===== src/rtl/registers.sv =====
// RV32I integer register file: 32 x 32-bit, two combinational read ports, one write port.
// x0 is hardwired to zero; an asynchronous active-low reset clears every register.
module registers (
    input  logic               clk,
    input  logic               rst_n,
    input  logic [4:0]         rs1,
    output logic signed [31:0] rs1_data_out,
    input  logic [4:0]         rs2,
    output logic signed [31:0] rs2_data_out,
    input  logic [4:0]         rd,
    input  logic               rd_write_enable,
    input  logic [31:0]        rd_data_in
);

    logic [31:0] r_regs [0:31];
    logic        w_writeHit;

    assign w_writeHit = rd_write_enable && (rd != 5'd0);

    // Entry 0 is cleared by reset and never written, so it always holds zero.
    always_ff @(posedge clk or negedge rst_n) begin
        if (!rst_n) begin
            for (int i = 0; i < 32; i++) begin
                r_regs[i] <= 32'h0000_0000;
            end
        end else if (w_writeHit) begin
            r_regs[rd] <= rd_data_in;
        end
    end

    // Reads are forced to zero while reset is held, and for x0, without any write bypass.
    always_comb begin
        rs1_data_out = 32'sh0000_0000;
        rs2_data_out = 32'sh0000_0000;
        if (rst_n && (rs1 != 5'd0)) begin
            rs1_data_out = r_regs[rs1];
        end
        if (rst_n && (rs2 != 5'd0)) begin
            rs2_data_out = r_regs[rs2];
        end
    end

endmodule


===== config.mk =====
export PLATFORM = sky130hd
export DESIGN_NAME = registers
export DESIGN_NICKNAME = d
export VERILOG_FILES = /design/src/rtl/registers.sv
export SDC_FILE = /design/constraint.sdc
export NUM_CORES = 2
export LEC_CHECK = 0
export CAP_MARGIN = 10
export CORE_ASPECT_RATIO = 1.25
export CORE_UTILIZATION = 45
export CTS_CLUSTER_DIAMETER = 120
export DETAILED_ROUTE_END_ITERATION = 10
export GPL_ROUTABILITY_DRIVEN = 1
export PLACE_DENSITY = 0.71
export SLEW_MARGIN = 20
export SYNTH_ARGS = -nofsm -noshare
export SYNTH_HDL_FRONTEND = slang
export SYNTH_SLANG_ARGS = --single-unit

===== constraint.sdc =====
create_clock -name clk -period 2.5 [get_ports clk]
set_input_delay 0.375 -clock clk [delete_from_list [all_inputs] [get_ports clk]]
set_output_delay 0.375 -clock clk [all_outputs]
set_load 0.02 [all_outputs]

==> flow_metrics.tcl <==
set metrics [dict create \
    synth-async-reset-ratio 1.00 \
    finalHoldViolations 0 \
    worstSetupPathType "flip-flop to primary output" \
    fin_ws_ns -0.495 \
    avgRoutedWirePerCell_um 31.2 \
    worstPathArrival_ns 2.62 \
    multi_input_area_um2 27600 \
    synth_cell_types 44 \
    chipHeight_um 393 \
    avgSynthCellArea_um2 13.8 \
    crit_required_ns 2.12 \
    synthTopCellsByCount "dfrtp_1, mux2_2, mux2i_1, a22oi_1, mux4_2" \
    rows 143 \
    fin_nets 4419 \
    ioPinCount 114 \
    via_per_inst 6.55 \
    clk_path_buf_depth 3 \
    cp-end-kind "primary output" \
    synth_edf_count 0 \
    power.leakage_uw 0.0301 \
    grt_pass1_vias 41100 \
    yosys-top-cells-area "dfrtp_1, mux2_2, mux2i_1, mux4_2, a22oi_1" \
    cp-start-kind "flip-flop" \
    synth_seq_cells 1024 \
    final_util 0.548 \
    antenna_left 0 \
    hp-class "primary input to async pin" \
    core_um2 121000 \
    powerDensity_nw_per_um2 741 \
    vias 39700 \
    maxCapViolCount 0 \
    setup_viol 64 \
    clock_latency_ns 0.71 \
    final.min_clock_period_ns 2.99 \
    tightest_slew_ns 1.19 \
    finalPower_uw 49300 \
    post-synth-top-area-fraction 0.465 \
    ir_worst_vdd_uv 727 \
    cts_root_buf "clkbuf_16" \
    die-area_um2 124000 \
    start_util 0.454 \
    clk_pin_slew_ns 0.07 \
    slew_headroom 0.207 \
    violations "design-rule violations, negative setup slack" \
    drc 6 \
    worstPathMaxFanout 3 \
    syn_to_final_growth_pct 20.7 \
    fin_skew_ns 0 \
    gp_congestion 0.918 \
    portBuffers 113 \
    grt_overflow 0 \
    antenna_found_initial 5 \
    top_regs "r_regs (1024)" \
    clock-sinks 1024 \
    cts_tree "built" \
    dieWidth_um 315 \
    routed_wl_mm 189 \
    grt_max_degree 169 \
    synth-main-ff-cell "dfrtp_1" \
    ys_seq_area_frac 0.465 \
    drv_slew 0 \
    syn_inst 3985 \
    drtPass1Iterations 8 \
    grt.total_usage 0.306 \
    regArea_um2 25600 \
    fillers 9688 \
    numCtsBuffers 100 \
    largest_reg_flops 1024 \
    yosys.area.top_type "dfrtp_1" \
    status "complete, but fails checks" \
    yosysWarnings 0 \
    fin_setup_tns_ns -16.19 \
    drive_gt1_frac 0.491 \
    yosysMostFrequentCell "dfrtp_1" \
    synth_nets 4035 \
    grt_pass1_wl_mm 278 \
    h-tree-depth 3 \
    period_share 1.20 \
    largest_register "r_regs" \
    post-dp-hpwl_mm 127 \
    fmax_mhz 334 \
    rsz0062_at_grt "yes" \
    netlist_area_um2 55200 \
    dr.first_iter.drc_count 4540 \
]
## what timing repair did
item / 4_1_cts / 5_1_grt
endpoints found under the setup margin: 64 / 64
cloned: 2 / 0
pin swaps: 120 / 51
hold buffers: 5 / 0
buffers inserted: 70 / 27
resized for setup: 276 / 47
hold endpoints to repair: 158 / 0
## cell families (layout without fill, tap and decap cells)
kind of cell / after synthesis / count (layout) / synth area share
AO/OA/AOI/OAI: 386 / 386 / 0.0502
other: 0 / 11 / 0
flip-flops: 1024 / 1024 / 0.465
AND/OR/NAND/NOR: 368 / 368 / 0.0370
multiplexers: 1762 / 1762 / 0.402
buffers and inverters: 445 / 912 / 0.0462
## layout by cell type, fill, tap and decap left out, types with 8 or more instances in the layout
master / synthesis / layout
clkbuf_1: 188 / 18
a22o_1: 35 / 34
a22oi_2: 0 / 23
mux4_2: 223 / 243
bufinv_16: 0 / 13
clkbuf_16: 0 / 103
a21oi_2: 0 / 14
buf_12: 4 / 145
buf_4: 83 / 457
mux2_1: 47 / 47
and3_4: 0 / 18
clkinv_2: 0 / 20
nand4_1: 65 / 65
a31oi_2: 0 / 9
a31oi_1: 35 / 21
nand2_2: 0 / 14
nand2_1: 75 / 60
mux2_2: 945 / 945
nor2b_4: 0 / 8
dfrtp_1: 1024 / 1024
nor2_4: 9 / 23
a22oi_1: 262 / 239
buf_6: 16 / 65
diode_2: 0 / 11
clkbuf_8: 16 / 25
nand3_1: 141 / 139
a21oi_1: 53 / 34
clkdlybuf4s50_1: 0 / 38
mux2i_1: 516 / 516
## path summary, 6_finish.rpt
path                               from               end  slack, ns  cells after the start
setup reg to reg            r_regs[553]       r_regs[553]       1.48                      3
hold reg to reg            r_regs[1005]      r_regs[1005]       0.40                      0
min in group clk           r_regs[1005]      r_regs[1005]       0.40                      0
hold / removal                    rst_n       r_regs[876]        0.1                      3
max in group asynchronous         rst_n       r_regs[675]       0.33                      4
setup / recovery            r_regs[523]  rs2_data_out[11]      -0.49                      6
## where the power goes
part	leakage, uW	total, uW	internal [uW]	switching (uW)
clock network	0.00175	16400	9600	6820
logic	0.0152	10800	6100	4660
registers	0.0131	22200	19700	2430
## worst max-delay path: stages, from the launching register on
cell and delay [ns]:
dfrtp_1 0.40, mux4_2 0.46, a22o_1 0.24, a31oi_2 0.20, nand4_1 0.24, buf_6 0.23, buf_12 0.13
## cell type report
cell class                 instances  share of cell area
multi-input combinational       2516               0.415
sequential                      1024               0.385
timing repair buffer             727               0.117
clock buffer                     145              0.0447
tap                             1595              0.0300
clock inverter                    40             0.00848
antenna                           11            0.000414
## per-stage QoR
stage	std cells	cell area, um^2	setup WS, ns	hold WS (ns)
after global placement	5773	61700	-0.766	0.374
after CTS	6033	66300	-0.542	0.0956
after detailed placement	5773	61700	-0.730	0.383
final	6058	66600	-0.495	0.0970
after floorplan	3985	55200	0.322	0.0794
after global routing	6048	66500	-0.539	0.179
## metal layers
layer	track usage	wire [um]
met5	0	0
met1	0.386	71700
met4	0.196	13800
met3	0.0611	15600
met2	0.478	88100
No activity file was read; power rests on OpenSTA's default activity.
